$ cat config.mk
export PLATFORM = sky130hd
export DESIGN_NAME = mfda_outlet_collector
export DESIGN_NICKNAME = d
export VERILOG_FILES = /design/src/rtl/mfda_outlet_collector.sv
export SDC_FILE = /design/constraint.sdc
export NUM_CORES = 1
export LEC_CHECK = 0
export ABC_CLOCK_PERIOD_IN_PS = 3700
export BUFFER_PORTS_ARGS = -buffer_cell sky130_fd_sc_hd__buf_2
export CAP_MARGIN = 25
export CORE_ASPECT_RATIO = 1.4
export CORE_MARGIN = 5
export CORE_UTILIZATION = 49
export DETAILED_ROUTE_END_ITERATION = 6
export PLACE_DENSITY = 0.69
export RECOVER_POWER = 50
export SKIP_LAST_GASP = 1
export SLEW_MARGIN = 20
export SYNTH_ARGS = -nofsm -noshare
export SYNTH_HDL_FRONTEND = slang
export SYNTH_SLANG_ARGS = --single-unit
export TNS_END_PERCENT = 20
$ cat constraint.sdc
create_clock -name clk -period 3.7 [get_ports clk]
set_clock_uncertainty 0.05 [all_clocks]
set_input_delay 0.74 -clock clk [delete_from_list [all_inputs] [get_ports clk]]
set_output_delay 0.74 -clock clk [all_outputs]
set_load 0.1 [all_outputs]
$ cat src/rtl/mfda_outlet_collector.sv
// Outlet-side collection controller: primes the outlet to waste, then fills each
// collection chamber with a target number of detected units and reports it to the host.
module mfda_outlet_collector #(
    parameter int NUM_CHAMBERS  = 4,
    parameter int CNT_W         = 8,
    parameter int PRIME_CYCLES  = 16,
    parameter int SETTLE_CYCLES = 4,
    parameter int TMO_W         = 16,
    parameter int IDX_W         = (NUM_CHAMBERS > 1) ? $clog2(NUM_CHAMBERS) : 1
) (
    input  logic                    clk,
    input  logic                    rst_n,
    input  logic                    start,
    input  logic                    abort,
    input  logic [CNT_W-1:0]        target,
    input  logic [TMO_W-1:0]        tmo_limit,
    input  logic                    det_in,
    output logic                    valve_waste,
    output logic [NUM_CHAMBERS-1:0] valve_collect,
    output logic                    busy,
    output logic                    done,
    output logic                    error,
    output logic                    rec_valid,
    input  logic                    rec_ready,
    output logic [IDX_W-1:0]        rec_idx,
    output logic [CNT_W-1:0]        rec_count,
    output logic                    rec_tmo
);

    localparam logic [1:0] S_IDLE    = 2'd0;
    localparam logic [1:0] S_PRIME   = 2'd1;
    localparam logic [1:0] S_COLLECT = 2'd2;
    localparam logic [1:0] S_REPORT  = 2'd3;

    localparam int PH_W = $clog2(PRIME_CYCLES + SETTLE_CYCLES + 1);
    localparam logic [PH_W-1:0]  PRIME_LAST  = PH_W'(PRIME_CYCLES - 1);
    localparam logic [PH_W-1:0]  SETTLE_LAST = PH_W'(SETTLE_CYCLES - 1);
    localparam logic [IDX_W-1:0] IDX_LAST    = IDX_W'(NUM_CHAMBERS - 1);

    logic [1:0]              r_state;
    logic                    r_det_s1, r_det_s2, r_det_prev, r_det_pulse;
    logic [PH_W-1:0]         r_phase_cnt;
    logic [TMO_W-1:0]        r_tmo_cnt;
    logic [CNT_W-1:0]        r_target;
    logic [TMO_W-1:0]        r_tmo_limit;
    logic [IDX_W-1:0]        r_idx;
    logic [CNT_W-1:0]        r_count;
    logic                    r_rec_tmo;
    logic                    r_rec_valid;
    logic                    r_acked;
    logic                    r_valve_waste;
    logic [NUM_CHAMBERS-1:0] r_valve_collect;
    logic                    r_busy;
    logic                    r_done;
    logic                    r_error;

    logic [1:0]              w_state_next;
    logic [PH_W-1:0]         w_phase_next;
    logic [TMO_W-1:0]        w_tmo_next;
    logic [CNT_W-1:0]        w_target_next;
    logic [TMO_W-1:0]        w_limit_next;
    logic [IDX_W-1:0]        w_idx_next;
    logic [CNT_W-1:0]        w_count_next;
    logic [CNT_W-1:0]        w_count_inc;
    logic                    w_rec_tmo_next;
    logic                    w_rec_valid_next;
    logic                    w_acked_next;
    logic                    w_done_next;
    logic                    w_error_next;
    logic                    w_timeout;
    logic                    w_handshake;
    logic [NUM_CHAMBERS-1:0] w_onehot;

    // Two-flop synchronizer plus registered rising-edge detect on the raw detector.
    always_ff @(posedge clk or negedge rst_n) begin
        if (!rst_n) begin
            r_det_s1    <= 1'b0;
            r_det_s2    <= 1'b0;
            r_det_prev  <= 1'b0;
            r_det_pulse <= 1'b0;
        end else begin
            r_det_s1    <= det_in;
            r_det_s2    <= r_det_s1;
            r_det_prev  <= r_det_s2;
            r_det_pulse <= r_det_s2 & ~r_det_prev;
        end
    end

    assign w_count_inc = r_count + CNT_W'(1);
    assign w_timeout   = (r_tmo_limit != '0) && (r_tmo_cnt == r_tmo_limit);
    assign w_handshake = r_rec_valid && rec_ready;

    always_comb begin
        w_state_next     = r_state;
        w_phase_next     = r_phase_cnt;
        w_tmo_next       = r_tmo_cnt;
        w_target_next    = r_target;
        w_limit_next     = r_tmo_limit;
        w_idx_next       = r_idx;
        w_count_next     = r_count;
        w_rec_tmo_next   = r_rec_tmo;
        w_rec_valid_next = 1'b0;
        w_acked_next     = r_acked;
        w_done_next      = 1'b0;
        w_error_next     = r_error;
        if (abort && (r_state != S_IDLE)) begin
            w_state_next = S_IDLE;
        end else begin
            case (r_state)
                S_IDLE: begin
                    if (start && (target != '0)) begin
                        w_state_next   = S_PRIME;
                        w_target_next  = target;
                        w_limit_next   = tmo_limit;
                        w_idx_next     = '0;
                        w_count_next   = '0;
                        w_rec_tmo_next = 1'b0;
                        w_phase_next   = '0;
                        w_error_next   = 1'b0;
                    end
                end
                S_PRIME: begin
                    if (r_phase_cnt == PRIME_LAST) begin
                        w_state_next = S_COLLECT;
                        w_tmo_next   = '0;
                    end else begin
                        w_phase_next = r_phase_cnt + PH_W'(1);
                    end
                end
                S_COLLECT: begin
                    // A detection in the same cycle as the timeout takes precedence.
                    if (r_det_pulse) begin
                        w_count_next = w_count_inc;
                        w_tmo_next   = '0;
                        if (w_count_inc == r_target) begin
                            w_state_next     = S_REPORT;
                            w_rec_tmo_next   = 1'b0;
                            w_phase_next     = '0;
                            w_rec_valid_next = 1'b1;
                            w_acked_next     = 1'b0;
                        end
                    end else if (w_timeout) begin
                        w_state_next     = S_REPORT;
                        w_rec_tmo_next   = 1'b1;
                        w_error_next     = 1'b1;
                        w_phase_next     = '0;
                        w_rec_valid_next = 1'b1;
                        w_acked_next     = 1'b0;
                    end else if (r_tmo_cnt != '1) begin
                        w_tmo_next = r_tmo_cnt + TMO_W'(1);
                    end
                end
                S_REPORT: begin
                    // The host may accept before settling ends; remember it and drop valid.
                    w_acked_next     = r_acked | w_handshake;
                    w_rec_valid_next = r_rec_valid & ~rec_ready;
                    if (r_phase_cnt != SETTLE_LAST) begin
                        w_phase_next = r_phase_cnt + PH_W'(1);
                    end
                    if (w_acked_next && (r_phase_cnt == SETTLE_LAST)) begin
                        if (r_rec_tmo || (r_idx == IDX_LAST)) begin
                            w_state_next = S_IDLE;
                            w_done_next  = ~r_rec_tmo;
                        end else begin
                            w_state_next = S_COLLECT;
                            w_idx_next   = r_idx + IDX_W'(1);
                            w_count_next = '0;
                            w_tmo_next   = '0;
                        end
                    end
                end
                default: w_state_next = S_IDLE;
            endcase
        end
    end

    genvar gi;
    generate
        for (gi = 0; gi < NUM_CHAMBERS; gi++) begin : g_onehot
            assign w_onehot[gi] = (w_idx_next == IDX_W'(gi));
        end
    endgenerate

    always_ff @(posedge clk or negedge rst_n) begin
        if (!rst_n) begin
            r_state         <= S_IDLE;
            r_phase_cnt     <= '0;
            r_tmo_cnt       <= '0;
            r_target        <= '0;
            r_tmo_limit     <= '0;
            r_idx           <= '0;
            r_count         <= '0;
            r_rec_tmo       <= 1'b0;
            r_rec_valid     <= 1'b0;
            r_acked         <= 1'b0;
            r_valve_waste   <= 1'b0;
            r_valve_collect <= '0;
            r_busy          <= 1'b0;
            r_done          <= 1'b0;
            r_error         <= 1'b0;
        end else begin
            r_state         <= w_state_next;
            r_phase_cnt     <= w_phase_next;
            r_tmo_cnt       <= w_tmo_next;
            r_target        <= w_target_next;
            r_tmo_limit     <= w_limit_next;
            r_idx           <= w_idx_next;
            r_count         <= w_count_next;
            r_rec_tmo       <= w_rec_tmo_next;
            r_rec_valid     <= w_rec_valid_next;
            r_acked         <= w_acked_next;
            r_done          <= w_done_next;
            r_error         <= w_error_next;
            // Valves are registered from the next state so they never glitch.
            r_valve_waste   <= (w_state_next == S_PRIME) || (w_state_next == S_REPORT);
            r_valve_collect <= (w_state_next == S_COLLECT) ? w_onehot : '0;
            r_busy          <= (w_state_next != S_IDLE);
        end
    end

    assign valve_waste   = r_valve_waste;
    assign valve_collect = r_valve_collect;
    assign busy          = r_busy;
    assign done          = r_done;
    assign error         = r_error;
    assign rec_valid     = r_rec_valid;
    assign rec_idx       = r_idx;
    assign rec_count     = r_count;
    assign rec_tmo       = r_rec_tmo;

endmodule

**Yosys cells after proc, flatten, opt, wreduce, memory -nomap -nowiden**

Cells that the tools add are included.

- Add/sub/neg operators: 4
- Multipliers: 0
- Order comparisons: 0
- Div/mod/pow operators: 0
- Multiplexer cells: 53
- Bitwise logic cells: 7
- Shifts and indexed selects: 0
- Eq/ne operators: 29
- Reduce and logical (&&, ||, !) cells: 24

Operators with widths:

| operator | count |
|---|---|
| $mux W16 | 6 |
| $pmux W16 S3 | 1 |
| $mux W8 | 4 |
| $mux W5 | 6 |
| $mux W2 | 12 |
| $pmux W8 S3 | 1 |
| $pmux W5 S4 | 1 |
| $ne A2 B2 Y1 const B | 9 |
| $add A16 B1 Y16 const B | 1 |
| $eq A16 B16 Y1 | 1 |
| $ne A16 B16 Y1 const B | 1 |
| $reduce_bool A16 Y1 | 1 |
| $mux W1 | 15 |
| $eq A2 B2 Y1 const B | 7 |
| $ne A3 B3 Y1 const B | 4 |
| $reduce_and A6 Y1 | 2 |
| $reduce_and A5 Y1 | 2 |
| $add A8 B1 Y8 const B | 1 |
| $eq A8 B8 Y1 | 1 |
| $pmux W1 S2 | 4 |
| $pmux W2 S4 | 1 |
| $reduce_bool A2 Y1 | 4 |
| $reduce_bool A8 Y1 | 1 |
| $reduce_and A7 Y1 | 1 |
| 17 further kinds | 30 |

- Memories kept: 0
- Bits in read-only memories: 0
- RAM bits: 0
- Bits in latches: 0
- Output and inout port bits: 20
- Register bits after elaboration: 72
- Logic and storage cells: 136

**Longest topological paths before layout**

- Depth after elaboration: 8
- Gate-level depth with buffers: 11
- Depth with buffers taken out: 9

**Least setup slack after synthesis**

No wires, ideal clock.

- Kind: reg2reg
- Start point: register r_count[0], in the netlist rec_count[0]
- End point: register r_phase_cnt[0]
- Data arrival time: 2,964 ps
- Cell stages (with the launch flop): 9
- Data required time: 3,525 ps
- Library setup time: 125 ps
- Slack: 561 ps
- Cells stage by stage: dfrtp_1 -> ha_1 -> nand3_1 -> or2_2 -> nor3_1 -> o2111ai_1 -> a31oi_1 -> nand2_1 -> mux2_2

- Longest elaborated chain between the ends: 4

RTL lines:

| what | RTL line | source |
|---|---|---|
| start: declaration | 47 | `logic [CNT_W-1:0] r_count;` |
| start signal: assignment | 208 | `r_count <= w_count_next;` |
| $add A8 B1 Y8 | 89 | `assign w_count_inc = r_count + CNT_W'(1);` |
| $eq A8 B8 Y1 | 135 | `if (w_count_inc == r_target) begin` |
| $ne A3 B3 Y1 (no line) | n/a |  |
| $reduce_and A6 Y1 (no line) | n/a |  |
| end signal: assignment | 203 | `r_phase_cnt <= w_phase_next;` |
| end: declaration | 42 | `logic [PH_W-1:0] r_phase_cnt;` |

No other way between the ends.
A chain may end at the register's enable or synchronous reset.

**Worst setup path in the final report**

- Start point: register r_phase_cnt[0]
- End point: register r_tmo_cnt[15]

- Longest elaborated chain between the ends: 4

RTL lines:

| what | RTL line | source |
|---|---|---|
| $eq A5 B2 Y1 | 160 | `if (w_acked_next && (r_phase_cnt == SETTLE_LAST)) begin` |
| $logic_and A1 B1 Y1 | 160 |  |
| $ne A2 B2 Y1 (no line) | n/a |  |
| $reduce_and A7 Y1 (no line) (*) | n/a |  |
| end signal: assignment | 204 | `r_tmo_cnt <= w_tmo_next;` |
| end: declaration | 43 | `logic [TMO_W-1:0] r_tmo_cnt;` |

Every way passes the cells marked *; elsewhere a longest branch is shown, timed or not.

==> flow_summary_export.csv <==
group,metric,value,unit
synthesis,postSynthAreaPerCell,10.32,µm²
sta,max_freq,339.0,MHz
die,die_w,85.22,µm
sta,hold_viol,0,
final_layout,drive_gt1_share,24.88,%
final_layout,layout_common_cells,"dfrtp_1, buf_2, xnor2_1",
synthesis,synth_edf_count,0,
power_and_ir_drop,vdd_drop_max,0.3627,mV
clocking,cts.htree.levels,3,
die,start_util,50.08,%
sta,slew_headroom,-13.64,%
critical_path,criticalPathCategory,"reg2reg",
synthesis,netlist_area,0.003881,mm²
critical_path,crit_path_max_incr_delay,0.60,ns
critical_path,path_buf_inv,0,
sta,drv_slew,72,
grt,antenna_found_initial,0,
grt,grt.total_usage,18.68,%
clocking,cts.reportedPaths.clkPinSlew,0.07,ns
route,drtIter0Drc,91,
synthesis,syn_inst,376,
critical_path,cp_slowest_cell,"or4b_1",
grt,grt_max_degree,72,
sta,min_period_over_period,79.73,%
final_layout,utilization,57.56,%
synthesis,synth_nets,415,
clocking,cts_root_buf,"clkbuf_8",
die,die_y,115.3,µm
final_layout,antenna_cells,0,
power_and_ir_drop,power_density,705.3,mW/mm²
grt,grt_pass1_vias,3118,
clocking,cts.sinks,71,
hold_path,hold_path_class,"reg2reg",
synthesis,ys_types,58,
placement,portBuffers,49,
grt,grt_pass1_wl,14.53,mm
die,num_io_pins,50,
critical_path,required,3.89,ns
clocking,cts_buffers,9,
synthesis,yosysSeqAreaShare,45.78,%
run_status,violations,"capacitance limit, slew limit",
synthesis,synthArstFlopShare,100.0,%
synthesis,ys_seq_elements,71,
critical_path,crit_family,"simple AND/OR/NAND/NOR gates",
clocking,cts_tree,"done",
final_layout,synthToLayoutAreaGrowth,14.93,%
sta,rsz0062_at_grt,"false",
critical_path,crit_chain,"ha_1 > nor4b_2 > or4b_1 > a211oi_2 > nand2_1 > a21oi_1 > nand3_1 > mux2_1",
critical_path,start_kind,"flip-flop",
critical_path,critical_path.max_fanout,7,
route,vias,3001,
final_layout,multiInputGateArea,0.001983,mm²
final_layout,nFillCells,689,
critical_path,cp.arrival,3.14,ns
route,wire_per_inst,15.77,µm
die,die_area,0.009826,mm²
die,coreArea,0.007750,mm²
sta,worst_pin_slew,1.705,ns
die,core.rowCount,38,
clocking,cts_resized,0,
synthesis,ys_warn_count,0,
clocking,postCtsHoldBufs,0,
route,ant_nets,0,
final_layout,mostFrequentLayoutCell,"dfrtp_1",
grt,overflow,0,
synthesis,postSynth.topFlopCell,"dfrtp_1",
sta,tns,0,ns
power_and_ir_drop,leakagePower,2.014,nW
clocking,cts.path.max_buffers,2,
route,avgViaCountPerCell,5.662,
run_status,status,"finished with violations",
clocking,post_cts_buffers,0,
placement,place.gp.congestion,0.9253,
route,dr.pass1.iters,4,
final_layout,layout.nets,464,
sta,period_minus_slack,2.950,ns
placement,pre_cts_ws,0.7266,ns
route,drc_errors,0,
sta,finalWorstSetupSlack,0.7498,ns
route,drt-total-wl,8.357,mm
critical_path,endpoint_kind,"flip-flop",
placement,hpwl,6.316,mm
sta,setup_viol,0,
final_layout,ff_latch_area,0.001777,mm²
clocking,clkLatencyLatePin,0.36,ns
flow_run,maxCapViolations,1,
-- worst paths after layout --
| check | startpoint | end | slack (ns) | cells after the start |
|---|---|---|---|---|
| setup / recovery | r_phase_cnt[0]$_DFFE_PN0P_ | r_tmo_cnt[15]$_DFFE_PN0P_ | 0.75 | 8 |
| hold / removal | r_det_s1$_DFF_PN0_ | r_det_s2$_DFF_PN0_ | 0.31 | 0 |
| setup reg to reg | r_phase_cnt[0]$_DFFE_PN0P_ | r_tmo_cnt[15]$_DFFE_PN0P_ | 0.75 | 8 |
| hold reg to reg | r_det_s1$_DFF_PN0_ | r_det_s2$_DFF_PN0_ | 0.31 | 0 |
| max in group asynchronous | rst_n | r_tmo_limit[12]$_DFFE_PN0P_ | 1.72 | 2 |
| min in group asynchronous | rst_n | done$_DFF_PN0_ | 0.85 | 2 |
-- metrics by stage --
stage	cell area, µm²	hold slack, ns	power, W	instances
floorplan	3881	0.2812	0.002124	376
global placement	4214	0.2859	0.002350	514
detailed placement	4214	0.2910	0.002387	514
CTS	4469	0.3071	0.003182	530
global route	4461	0.3125	0.003342	530
finish	4461	0.3065	0.003146	530
-- routing by layer --
layer	global-route usage, %	share of wire (%)	up-vias
li1	-	-	1450
met4	9.820	3.2	0
met1	21.23	40	1458
met3	4.229	4.1	25
met2	32.52	53	68
met5	0	0	-
-- synth_stat cells, types with 4 or more instances --
cell type  instances  share of area [%]
a21oi_1           12                1.5
clkbuf_1          11                1.1
nand2_1           28                2.7
inv_1             10               0.97
nand3_1           12                1.5
nor2b_1            7                1.1
a21o_1             6                1.2
nor3_1             7               0.90
o21ai_1            6               0.77
a31oi_1            4               0.64
nand4_1           13                2.1
xnor2_1           32                7.2
or2_2              5               0.81
and2_1             5               0.81
o21ai_0            7               0.90
and3_1             8                1.3
ha_1               9                2.9
nor2_1            24                2.3
mux2_2            27                7.8
xor2_1             4               0.90
dfrtp_1           71                 46
o31ai_2            5                1.6
nor4_1             6               0.97
a211oi_1           4               0.77
-- registers in the layout, summed over array words and instances (netlist names) --
name           cells
r_tmo_limit       16
r_state            1
done               1
busy               1
rec_count          8
error              1
valve_collect      4
r_det_pulse        1
r_det_s2           1
r_target           8
valve_waste        1
rec_idx            2
r_det_prev         1
r_acked            1
rec_tmo            1
r_phase_cnt        5
r_tmo_cnt         16
rec_valid          1
r_det_s1           1
-- where the power goes --
group	leakage, nW	switching [W]	internal [W]	total [W]
clock network	0.130	0.000299	0.000485	0.000783
registers	0.922	0.000199	0.000973	0.00117
logic	0.963	0.000692	0.000498	0.00119
-- cell type report --
class,count,share of cell area [%]
clock inverter,5,2.328
inverter,11,1.038
sequential,71,39.83
clock buffer,11,3.394
timing repair buffer,54,6.143
tap,100,2.805
multi-input combinational,278,44.46
-- cells by family after synthesis --
logic type | after synthesis | synth area share [%]
AND/OR/NAND/NOR | 135 | 18.76
flip-flops | 71 | 45.78
AO/OA/AOI/OAI | 67 | 12.41
XOR/XNOR | 36 | 8.124
multiplexers | 31 | 8.897
buffers and inverters | 27 | 3.127
adder cells (fa/ha/maj) | 9 | 2.901
-- worst register-to-register path: cells and delay by family (launching register included) --
family          cells  cell delay (ns)
compound gates      2             0.77
mux                 1             0.31
fa+ha+maj           1             0.21
flops               1             0.39
simple gates        4             1.11
No activity file was read; power rests on OpenSTA's default activity.
